**src/rtl/usb_tx_encoder.sv**
```systemverilog
// USB full-speed transmit line encoder: SYNC prefix, LSB-first serializer,
// bit stuffing, NRZI and EOP, fed by a valid/ready one-byte holding buffer.
module usb_tx_encoder #(
    parameter int CLKS_PER_BIT = 8
) (
    input  logic       clk,
    input  logic       n_rst,
    input  logic [7:0] tx_data,
    input  logic       tx_valid,
    input  logic       tx_last,
    output logic       tx_ready,
    output logic       d_plus,
    output logic       d_minus,
    output logic       tx_busy,
    output logic       tx_underrun
);

    localparam logic [2:0] S_IDLE    = 3'd0;
    localparam logic [2:0] S_SYNC    = 3'd1;
    localparam logic [2:0] S_DATA    = 3'd2;
    localparam logic [2:0] S_STUFF   = 3'd3;
    localparam logic [2:0] S_EOP_SE0 = 3'd4;
    localparam logic [2:0] S_EOP_J   = 3'd5;

    localparam logic [7:0] BIT_LAST = 8'(CLKS_PER_BIT - 1);

    logic [2:0] state, nxt_state;
    logic [2:0] bit_idx, nxt_idx, idx_inc;
    logic [2:0] ones_cnt;
    logic [7:0] bit_cnt;
    logic [7:0] cur_data, hold_data;
    logic       cur_last, hold_last, hold_full;
    logic       level, nxt_level;
    logic       tick, hs, emit, emit_bit;
    logic       load_first, load_hold, underrun_set;

    assign tx_ready = !hold_full && (state != S_EOP_SE0) && (state != S_EOP_J);
    assign tx_busy  = (state != S_IDLE);
    assign hs       = tx_valid && tx_ready;
    assign tick     = (bit_cnt == BIT_LAST);
    assign idx_inc  = bit_idx + 3'd1;

    // The first byte moves to the shifter as SYNC starts, freeing the buffer
    // for the second byte a full SYNC time ahead of need.
    assign load_first = (state == S_SYNC) && (bit_idx == 3'd0) && (bit_cnt == 8'd0);
    assign nxt_level  = emit_bit ? level : !level;

    always_comb begin
        nxt_state    = state;
        nxt_idx      = bit_idx;
        emit         = 1'b0;
        emit_bit     = 1'b0;
        load_hold    = 1'b0;
        underrun_set = 1'b0;
        case (state)
            S_IDLE: begin
                if (hs) begin
                    nxt_state = S_SYNC;
                    nxt_idx   = 3'd0;
                    emit      = 1'b1;
                end
            end
            S_SYNC: begin
                if (tick) begin
                    emit = 1'b1;
                    if (bit_idx != 3'd7) begin
                        nxt_idx  = idx_inc;
                        emit_bit = (idx_inc == 3'd7);
                    end else begin
                        nxt_state = S_DATA;
                        nxt_idx   = 3'd0;
                        emit_bit  = cur_data[0];
                    end
                end
            end
            S_DATA, S_STUFF: begin
                if (tick) begin
                    if (state == S_DATA && ones_cnt == 3'd6) begin
                        nxt_state = S_STUFF;
                        emit      = 1'b1;
                    end else if (bit_idx != 3'd7) begin
                        nxt_state = S_DATA;
                        nxt_idx   = idx_inc;
                        emit      = 1'b1;
                        emit_bit  = cur_data[idx_inc];
                    end else if (hold_full) begin
                        nxt_state = S_DATA;
                        nxt_idx   = 3'd0;
                        emit      = 1'b1;
                        emit_bit  = hold_data[0];
                        load_hold = 1'b1;
                    end else begin
                        nxt_state    = S_EOP_SE0;
                        nxt_idx      = 3'd0;
                        underrun_set = !cur_last;
                    end
                end
            end
            S_EOP_SE0: begin
                if (tick) begin
                    if (bit_idx == 3'd1) nxt_state = S_EOP_J;
                    else                 nxt_idx   = 3'd1;
                end
            end
            S_EOP_J: begin
                if (tick) begin
                    nxt_state = S_IDLE;
                    nxt_idx   = 3'd0;
                end
            end
            default: begin
                nxt_state = S_IDLE;
                nxt_idx   = 3'd0;
            end
        endcase
    end

    always_ff @(posedge clk or negedge n_rst) begin
        if (!n_rst) begin
            state       <= S_IDLE;
            bit_idx     <= 3'd0;
            bit_cnt     <= 8'd0;
            ones_cnt    <= 3'd0;
            level       <= 1'b1;
            d_plus      <= 1'b1;
            d_minus     <= 1'b0;
            tx_underrun <= 1'b0;
            hold_full   <= 1'b0;
            hold_data   <= 8'd0;
            hold_last   <= 1'b0;
            cur_data    <= 8'd0;
            cur_last    <= 1'b0;
        end else begin
            state       <= nxt_state;
            bit_idx     <= nxt_idx;
            tx_underrun <= underrun_set;
            bit_cnt     <= (state == S_IDLE || tick) ? 8'd0 : bit_cnt + 8'd1;

            if (hs) begin
                hold_full <= 1'b1;
                hold_data <= tx_data;
                hold_last <= tx_last;
            end else if (load_first || load_hold) begin
                hold_full <= 1'b0;
            end
            if (load_first || load_hold) begin
                cur_data <= hold_data;
                cur_last <= hold_last;
            end

            // Stuff bits go through emit as a 0, so they toggle and clear the run.
            if (emit) begin
                level    <= nxt_level;
                d_plus   <= nxt_level;
                d_minus  <= !nxt_level;
                ones_cnt <= emit_bit ? ones_cnt + 3'd1 : 3'd0;
            end else if (nxt_state == S_EOP_SE0 && state != S_EOP_SE0) begin
                d_plus  <= 1'b0;
                d_minus <= 1'b0;
            end else if (nxt_state == S_EOP_J && state == S_EOP_SE0) begin
                level   <= 1'b1;
                d_plus  <= 1'b1;
                d_minus <= 1'b0;
            end
        end
    end

endmodule

```
**config.mk**
```make
export PLATFORM = sky130hd
export DESIGN_NAME = usb_tx_encoder
export DESIGN_NICKNAME = d
export VERILOG_FILES = /design/src/rtl/usb_tx_encoder.sv
export SDC_FILE = /design/constraint.sdc
export NUM_CORES = 1
export LEC_CHECK = 0
export ABC_AREA = 1
export CORE_UTILIZATION = 57
export CTS_CLUSTER_DIAMETER = 60
export CTS_CLUSTER_SIZE = 30
export DETAILED_ROUTE_END_ITERATION = 7
export PLACE_DENSITY = 0.78
export SYNTH_ARGS = -nofsm -noshare
export SYNTH_HDL_FRONTEND = slang
export SYNTH_SLANG_ARGS = --single-unit
```
**constraint.sdc**
```tcl
create_clock -name clk -period 2.1 [get_ports clk]
set_input_delay 0.63 -clock clk [delete_from_list [all_inputs] [get_ports clk]]
set_output_delay 0.63 -clock clk [all_outputs]
set_load 0.05 [all_outputs]
```
* Word-level counts from Yosys, hierarchy flattened
Index checks and enable logic that the tools add are counted.
Widths: inputs -> output; s select.
** Word-level totals
- Register bits :: 40
- Input bits :: 12
- Output and inout bits :: 5
** Cells by class
- $add $sub $neg :: 3
- Order comparisons :: 1
- Eq/ne operators :: 22
- Mux-type cells :: 58
- Reduce and logical (&&, ||, !) cells :: 24
** Operators with widths (number)
- $mux 3 :: 19
- $mux 1 :: 33
- $pmux 3 s5 :: 2
- $eq 3x3->1 const B :: 6
- $ne 2x2->1 const B :: 8
- $ne 3x3->1 const B :: 3
- $add 8x1->8 const B :: 1
- $eq 8x3->1 const B :: 1
- $logic_and 1x1->1 :: 8
- $logic_not 8->1 :: 1
- $mux 8 :: 1
- $reduce_and 7->1 :: 1
- $add 3x1->3 const B :: 2
- $eq 3x1->1 const B :: 2
- $eq 3x2->1 const B :: 2
- $logic_not 3->1 :: 2
- $reduce_bool 3->1 :: 2
- $logic_not 1->1 :: 4
- $lt 3x4->1 const B :: 1
- $reduce_bool 2->1 :: 2
- $bmux 1 s3 :: 1
- $pmux 1 s3 :: 1
- $logic_or 1x1->1 :: 2
- $pmux 1 s2 :: 1
- 2 further kinds :: 2

* Depth between registers and ports, before layout
Gate-level depths: netlist of run 1.
- Depth in word-level cells :: 11
- Depth in mapped cells :: 12

* Worst setup path before layout of run 1
No wires, ideal clock.
- Path type :: register -> register
- Start point :: register state[2]
- End point :: register hold_data[0]
- Setup time :: 0.125 ns
- Arrival time :: 1.927 ns
- Required time :: 1.975 ns
- Setup slack :: 0.048 ns
- Stages on the path, launching flop included :: 5
- Buffers on the path :: 1
- Period minus slack after synthesis :: 2.052 ns
- Cells stage by stage :: dfrtp_1 a21oi_1 nand2_1 buf_2 mux2_2
** On the way
- Word-level cells in the longest chain between the ends :: 4
** Ends and longest elaborated chain
- start, declared :: line 27 : logic [2:0] state, nxt_state;
- start signal, assigned :: line 134 : state <= nxt_state;
- $ne 3x3->1 :: line 37 : assign tx_ready = !hold_full && (state != S_EOP_SE0) && (state != S_EOP_J);
- $logic_and 1x1->1 :: line 37
- $logic_and 1x1->1 (*) :: line 37
- named net tx_ready :: line 11 : output logic tx_ready,
- $logic_and 1x1->1 (*) :: line 39 : assign hs = tx_valid && tx_ready;
- end signal, assigned :: line 141 : hold_data <= tx_data;
- end, declared :: line 31 : logic [7:0] cur_data, hold_data;
The timed path passes the listed nets; every way through them passes the cells marked *.
A chain may end at the register's enable or synchronous reset.

* Worst setup path in the final report of run 1
- Start point :: register state[2]
- End point :: output port tx_ready
** On the way
- Word-level cells in the longest chain between the ends :: 3
** Ends and longest elaborated chain (line)
- $ne 3x3->1 :: 37
- $logic_and 1x1->1 :: 37
- $logic_and 1x1->1 (*) :: 37
- end, declared :: 11
Every way passes the cells marked *; elsewhere a longest branch is shown, timed or not.

==> results of run 1 <==
-- layout by cell type (no fill, tap or decap), drive strengths merged, types with 2 or more instances in the layout --
master and count:
a21oi 6, buf 12, clkbuf 6, clkdlybuf4s50 10, clkinvlp 2, dfrtp 38, dfstp 2, ha 10
inv 37, mux2 10, nand2 51, nand3 25, nand3b 2, nand4 4, nor2 20, nor3 7
o211ai 2, o21ai 16
-- stage by stage --
step	worst slack, ps	utilization	hold WS, ps	power [uW]	std cells
floorplan	48.2	-	334	785	238
global placement	263	0.684	422	822	305
detailed placement	207	0.684	449	823	305
CTS	66.1	0.703	147	1240	313
global route	0.236	0.704	150	1270	313
finish	61.5	0.704	146	1230	313
-- logic make-up after synthesis --
kind of cell,synth area share
xor gates and xnor gates,0.00420
buffers and inverters,0.0769
AOI/OAI and AO/OA,0.0775
and+or+nand+nor,0.244
adders and majority gates,0.0601
DFF,0.482
muxes,0.0559
-- layer usage --
layer  wire length, microns  part of all wire  GRT usage
met5                      0                 0          0
met4                    116             0.029      0.134
met3                    187             0.047     0.0602
met2                   1950              0.49      0.406
met1                   1730              0.43      0.301
-- sequential cells by signal, summed over array words and instances, names as in the netlist, 3 cells and up --
name,cells
bit_idx,3
cur_data,8
state,3
bit_cnt,8
ones_cnt,3
hold_data,8
-- final timing paths --
kind	startpoint	endpoint	slack, ps	cells after the start
max	state[2]$_DFF_PN0_	tx_ready	60	2
max reg2reg	bit_idx[0]$_DFFE_PN0P_	d_plus$_DFFE_PN1P_	250	11
min	n_rst	bit_cnt[6]$_DFF_PN0_	150	1
min in group clk	cur_last$_DFFE_PN0P_	tx_underrun$_DFF_PN0_	460	1
min reg2reg	cur_last$_DFFE_PN0P_	tx_underrun$_DFF_PN0_	460	1
max in group asynchronous	n_rst	d_plus$_DFFE_PN1P_	1370	2
-- critical path, delay by kind of cell (launching register included) --
| kind | cells | cell delay [ps] |
|---|---|---|
| flops | 1 | 480 |
| buf+inv | 1 | 190 |
| compound gates | 1 | 380 |
-- cell type report --
type / instances / share of cell area
Timing Repair Buffer: 23 / 0.0869
Clock buffer: 6 / 0.0213
Clock inverter: 2 / 0.00625
Tap cell: 46 / 0.0239
Multi-Input combinational cell: 158 / 0.384
Inverter: 38 / 0.0599
Sequential cell: 40 / 0.418
-- timing repair --
action / in CTS / in global routing
endpoints found under the setup margin: 1 / 7
hold buffers: 0 / 0
gates resized for setup: 1 / 3
pin swaps: 0 / 0
cloned: 0 / 0
-- power by group through the flow --
stage               Sequential (uW)  Combinational, uW  Clock, uW
floorplan                       785              0.189          0
global placement                785               37.3          0
detailed placement              785               38.2          0
CTS                             770               38.3        433
global route                    770               41.9        462
finish                          770               36.9        419
==> metrics.log, run 1 <==
INFO  metric detail_route.wirelength = 3.98 mm
INFO  metric yosys-top-cells-count = sky130_fd_sc_hd__nand2_1 (47), sky130_fd_sc_hd__dfrtp_1 (38), sky130_fd_sc_hd__inv_1 (35), sky130_fd_sc_hd__nand3_1 (23), sky130_fd_sc_hd__nor2_1 (18)
INFO  metric synth.area.top_cells = sky130_fd_sc_hd__dfrtp_1 (46%), sky130_fd_sc_hd__nand2_1 (8.5%), sky130_fd_sc_hd__inv_1 (6.3%), sky130_fd_sc_hd__ha_1 (6.0%), sky130_fd_sc_hd__nand3_1 (5.5%)
INFO  metric clock_tree_from_tritoncts = built
INFO  metric grt_antenna_before_repair = 0
INFO  metric floorplan.die_area = slightly below 4000 sq um
INFO  metric clk_root_buffer_cell = sky130_fd_sc_hd__clkbuf_4
INFO  metric grt-ovfl-total = 0
INFO  metric core.rowCount = 21
INFO  metric cts.reportedPaths.clkPinSlew = 120 ps
INFO  metric ant_nets_after_route = 0
INFO  metric fin_crit = 2040 ps
INFO  metric cts_sinks = 40
INFO  metric yosysTopAreaCell = sky130_fd_sc_hd__dfrtp_1
INFO  metric run_status = complete, no violations
INFO  metric finalSetupViolCount = 0
INFO  metric p_switching = 274 uW
INFO  metric clock_power_share = 0.342
INFO  metric post_route_clock_period_utilization = 0.971
INFO  metric unrepaired_setup_endpoints_after_global_routing = no
INFO  metric fin_area = around 2400 sq um
INFO  metric grt_first_pass_wirelength = around 7.3 mm
INFO  metric starting_density_of_the_core = 0.610
INFO  metric synth_edf_count = 0
INFO  metric floorplan.die.height = 62.5 microns
INFO  metric routed_length_per_instance = 12.7 microns
INFO  metric gpl.final_weighted_congestion = between 0.9 and 1
INFO  metric num_io_pins = 17
INFO  metric drt-vias-per-instance = 5.19
INFO  metric worst_hold_path_type = in -> async
INFO  metric leakagePower = approximately 0.0012 uW
INFO  metric async_flop_share = 1.00
INFO  metric synth_area_per_cell = about 8.8 sq um
INFO  metric internal-power = 952 uW
INFO  metric area_delta_synth_final = 15.4%
INFO  metric nNetsFinal = 288
INFO  metric worst_slew_margin_rel = 0.681
INFO  metric cp-end-kind = primary output
INFO  metric first_global_vias = 1,643
INFO  metric clock_path_buffers = 2
INFO  metric yosysSeqAreaShare = 0.482
INFO  metric sw_frac_of_total = 0.224
INFO  metric ys_ff_latch = 40
INFO  metric groute.usage.overall = 0.248
INFO  metric insertion_delay = 360 ps
INFO  metric dr.first_iter.drc_count = 99
INFO  metric skew = between 10 and 15 ps
INFO  metric criticalPathCategory = reg -> out
INFO  metric worstPathCellList = a21oi_1, buf_12
INFO  metric power_share_of_the_sequential_group = 0.628
INFO  metric power.share.combinational = 0.030
INFO  metric final.setup.tns = 0 ps
INFO  metric tightestPinTransition = 481 ps
INFO  metric dp.final_hpwl = 3.01 mm
INFO  metric timing.critical_path.slowest_stage_cell = sky130_fd_sc_hd__dfrtp_1
INFO  metric port_buffer_count = 16
INFO  metric power.ir.vdd_worst = 0.433 mV
INFO  metric numCtsBuffers = 5
INFO  metric cts_setup_buffers = 0
INFO  metric ratio_of_cells_with_drive_above_1_in_the_final_layout = 0.180
INFO  metric mappedNetlistArea = 2080 sq um
INFO  metric antenna_cells_inserted = 0
INFO  metric cts-htree-levels = 2
INFO  metric area_of_the_multi_input_gates = 922 sq um
INFO  metric powerDensity = 510 nW/um^2
INFO  metric worst_path_largest_cell_delay = 480 ps
INFO  metric max_clock_freq = 0.491 GHz
INFO  metric timing.max_cap.violations = 0
INFO  metric yosysTopAreaCellShare = 0.456
INFO  metric die_width = approximately 62 microns
INFO  metric critical_path_arrival = 1410 ps
INFO  metric area.sequential = ~1000 sq um
INFO  metric timing_max_transition_violations_final = 0
INFO  metric cp.required = 1470 ps
INFO  metric critical_path_peak_fanout = 5
INFO  metric cp-start-kind = flip-flop
INFO  metric pin_count_of_the_biggest_net_entering_global_routing = 17
INFO  metric synth_cell_type_count = 29
INFO  metric drc_viols = 0
INFO  metric dpl-instance-area = around 2300 sq um
INFO  metric synth-warning-count = 0
INFO  metric final.fill_count = 294
INFO  metric synth-main-ff-cell = sky130_fd_sc_hd__dfrtp_1
INFO  metric core = between 3000 and 4000 sq um
INFO  metric via_count = 1,623
INFO  metric netlist_instances = 238
INFO  metric synth_fp_nets = 260
INFO  metric yosys.cell_count.top_type = sky130_fd_sc_hd__nand2_1
INFO  metric finalHoldViolCount = 0
INFO  metric detailedRoute.firstPassIterationCount = 4
Power figures use the tool's default switching activity.
==> run 2, diff against run 1 <==
- RECOVER_POWER: default -> 100
==> metrics.log, run 2 (synthesized netlist as in run 1, its figures left out) <==
INFO  metric criticalPathCategory = reg -> out
INFO  metric floorplan.die.height = 62.5 microns (unchanged)
INFO  metric routed_length_per_instance = 12.7 microns (-0.20%)
INFO  metric grt-ovfl-total = 0 (unchanged)
INFO  metric clock_tree_from_tritoncts = built
INFO  metric unrepaired_setup_endpoints_after_global_routing = no
INFO  metric ant_nets_after_route = 0 (unchanged)
INFO  metric first_global_vias = 1,643 (unchanged)
INFO  metric powerDensity = 515 nW/um^2 (+1.0%)
INFO  metric port_buffer_count = 16 (unchanged)
INFO  metric layout_commonest_cell = sky130_fd_sc_hd__nand2_1
INFO  metric drt-vias-per-instance = 5.20 (+0.31%)
INFO  metric grt_antenna_before_repair = 0 (unchanged)
INFO  metric final.fill_count = 303 (+3.1%)
INFO  metric num_io_pins = 17 (unchanged)
INFO  metric area.sequential = 1000 sq um (unchanged)
INFO  metric resized_cells_post_cts = 1 (unchanged)
INFO  metric area_delta_synth_final = 14.1%
INFO  metric clk_root_buffer_cell = sky130_fd_sc_hd__clkbuf_4
INFO  metric worst_hold_path_type = in -> async
INFO  metric dr.first_iter.drc_count = 101 (+2.0%)
INFO  metric nNetsFinal = 288 (unchanged)
INFO  metric detailedRoute.firstPassIterationCount = 4 (unchanged)
INFO  metric grt_first_pass_wirelength = 7.29 mm (unchanged)
INFO  metric finalSetupViolCount = 0 (unchanged)
INFO  metric dp.final_hpwl = 3.01 mm (unchanged)
INFO  metric ratio_of_cells_with_drive_above_1_in_the_final_layout = 0.150 (-0.0300)
INFO  metric floorplan.die_area = 3900 sq um (unchanged)
INFO  metric critical_path.reg2reg.endpoint = bit_idx[0]$_DFFE_PN0P_
INFO  metric hold_ws = 306 ps (+159 ps)
INFO  metric critical_path_peak_fanout = 5 (unchanged)
INFO  metric drc_viols = 0 (unchanged)
INFO  metric crit_path_start = state[2]$_DFF_PN0_
INFO  metric cts_setup_buffers = 0 (unchanged)
INFO  metric final.setup.tns = 0 ps (unchanged)
INFO  metric tightestPinTransition = 787 ps (+306 ps)
INFO  metric timing.reg2reg.worst_path_depth = 10 (-1)
INFO  metric ff2ff_setup_slack = 200 ps (-50 ps)
INFO  metric area_of_the_multi_input_gates = 917 sq um (-0.54%)
INFO  metric pin_count_of_the_biggest_net_entering_global_routing = 17 (unchanged)
INFO  metric timing_max_transition_violations_final = 0 (unchanged)
INFO  metric finalHoldViolCount = 0 (unchanged)
INFO  metric via_count = 1,628 (+0.31%)
INFO  metric die_width = 62.5 microns (unchanged)
INFO  metric max_clock_freq = 0.491 GHz (about the same)
INFO  metric core.rowCount = 21 (unchanged)
INFO  metric critical_path_arrival = 1410 ps (about the same)
INFO  metric cts.reportedPaths.clkPinSlew = 120 ps (about the same)
INFO  metric largest_registers = bit_cnt x8, cur_data x8, hold_data x8
INFO  metric insertion_delay = 350 ps (about the same)
INFO  metric worst_setup_path_endpoint = tx_ready
INFO  metric critical_path_depth = 2 (unchanged)
INFO  metric antenna_cells_inserted = 0 (unchanged)
INFO  metric worstPathCellList = a21oi_1, buf_12
INFO  metric fin_crit = 2040 ps (-0.153 ps)
INFO  metric run_status = complete, no violations
INFO  metric skew = 12.4 ps (+0.197 ps)
INFO  metric timing.critical_path.slowest_stage_cell = sky130_fd_sc_hd__dfrtp_1
INFO  metric cp-start-kind = flip-flop
INFO  metric groute.usage.overall = 0.248 (unchanged)
INFO  metric gpl.final_weighted_congestion = 0.921 (unchanged)
INFO  metric worst_path_largest_cell_delay = 480 ps (about the same)
INFO  metric crit_buf_inv = 1 (unchanged)
INFO  metric worst_slew_margin_rel = 0.475 (-0.206)
INFO  metric detail_route.wirelength = 3.98 mm (-0.20%)
INFO  metric most-common-layout-cells = sky130_fd_sc_hd__nand2_1 (49), sky130_fd_sc_hd__dfrtp_1 (37), sky130_fd_sc_hd__inv_1 (34), sky130_fd_sc_hd__nand3_1 (23), sky130_fd_sc_hd__nor2_1 (17)
INFO  metric cp_top_delay_family = flip-flops
INFO  metric holdBufCountCts = 0 (unchanged)
INFO  metric core = 3420 sq um (unchanged)
INFO  metric leakagePower = 0.00119 uW (-2.3%)
INFO  metric power.ir.vdd_worst = 0.433 mV (about the same)
INFO  metric clock_path_buffers = 2 (unchanged)
INFO  metric cp-end-kind = primary output
INFO  metric timing.max_cap.violations = 0 (unchanged)
INFO  metric cp.required = 1470 ps (about the same)
INFO  metric r2r-start = bit_cnt[0]$_DFF_PN0_
INFO  metric post_route_clock_period_utilization = 0.971 (about the same)
INFO  metric starting_density_of_the_core = 0.610 (unchanged)
INFO  metric numCtsBuffers = 5 (unchanged)
INFO  metric cts_sinks = 40 (unchanged)
INFO  metric cts-htree-levels = 2 (unchanged)
## run 2: changes by cell type in the layout (fill, tap and decap cells not counted)
| cell | previous run | this run |
|---|---|---|
| sky130_fd_sc_hd__clkinv_2 | 1 | 0 |
| sky130_fd_sc_hd__clkbuf_1 | 0 | 6 |
| sky130_fd_sc_hd__clkbuf_2 | 0 | 1 |
| sky130_fd_sc_hd__clkinvlp_2 | 0 | 1 |
| sky130_fd_sc_hd__nand2_1 | 47 | 49 |
| sky130_fd_sc_hd__buf_4 | 10 | 4 |
| sky130_fd_sc_hd__nand2_2 | 4 | 2 |
| sky130_fd_sc_hd__buf_2 | 1 | 0 |
## run 2: stage by stage
stage | cell area [sq um] | utilization | setup WS, ps | cells | power [uW]
2_1_floorplan | 2080 | - | 48.2 | 238 | 785
5_1_grt | 2380 | 0.696 | 0.236 | 313 | 1270
4_1_cts | 2400 | 0.703 | 66.1 | 313 | 1240
6_report | 2380 | 0.696 | 61.7 | 313 | 1220
3_5_place_dp | 2330 | 0.684 | 207 | 305 | 823
3_3_place_gp | 2330 | 0.684 | 263 | 305 | 822
## run 2: worst min path at each step
stage,startpoint,endpoint,slack [ps],cells after the start
after floorplan,n_rst,bit_cnt[0]$_DFF_PN0_,330,0
after global routing,n_rst,bit_cnt[5]$_DFF_PN0_,360,1
final,n_rst,bit_cnt[6]$_DFF_PN0_,310,1
after CTS,n_rst,bit_cnt[6]$_DFF_PN0_,150,1
after detailed placement,cur_last$_DFFE_PN0P_,tx_underrun$_DFF_PN0_,450,1
after global placement,cur_last$_DFFE_PN0P_,tx_underrun$_DFF_PN0_,420,1
## run 2: routing by layer
layer | global-route usage | vias up | wire length [microns]
met3 | 0.0602 | 11 | 186
met5 | 0 | - | 0
met2 | 0.406 | 43 | 1950
li1 | - | 827 | -
met4 | 0.134 | 0 | 116
met1 | 0.301 | 747 | 1730
## run 2: worst reg2reg max path, stage by stage (launching register included)
cell and delay [ps]:
sky130_fd_sc_hd__dfrtp_1 430, sky130_fd_sc_hd__ha_1 220, sky130_fd_sc_hd__nand2_1 110, sky130_fd_sc_hd__clkinvlp_2 130, sky130_fd_sc_hd__nand2_1 130, sky130_fd_sc_hd__nor2_4 70, sky130_fd_sc_hd__nor2_1 220, sky130_fd_sc_hd__o21ai_0 140
sky130_fd_sc_hd__nand2_1 190, sky130_fd_sc_hd__nor2_1 60, sky130_fd_sc_hd__a21oi_1 120
## run 2: where the power goes
group	internal, uW	switching [uW]	leakage [uW]
registers	770	0	0.000511
clock network	163	257	0.0000305
logic	17.3	17.5	0.000648
## run 2: cell type report
cell class | instances | area share
Multi-Input combinational cell | 158 | 0.386
Inverter | 38 | 0.0606
Tap cell | 46 | 0.0242
Clock inverter | 2 | 0.00632
Clock buffer | 6 | 0.0216
Timing Repair Buffer | 23 | 0.0785
Sequential cell | 40 | 0.423
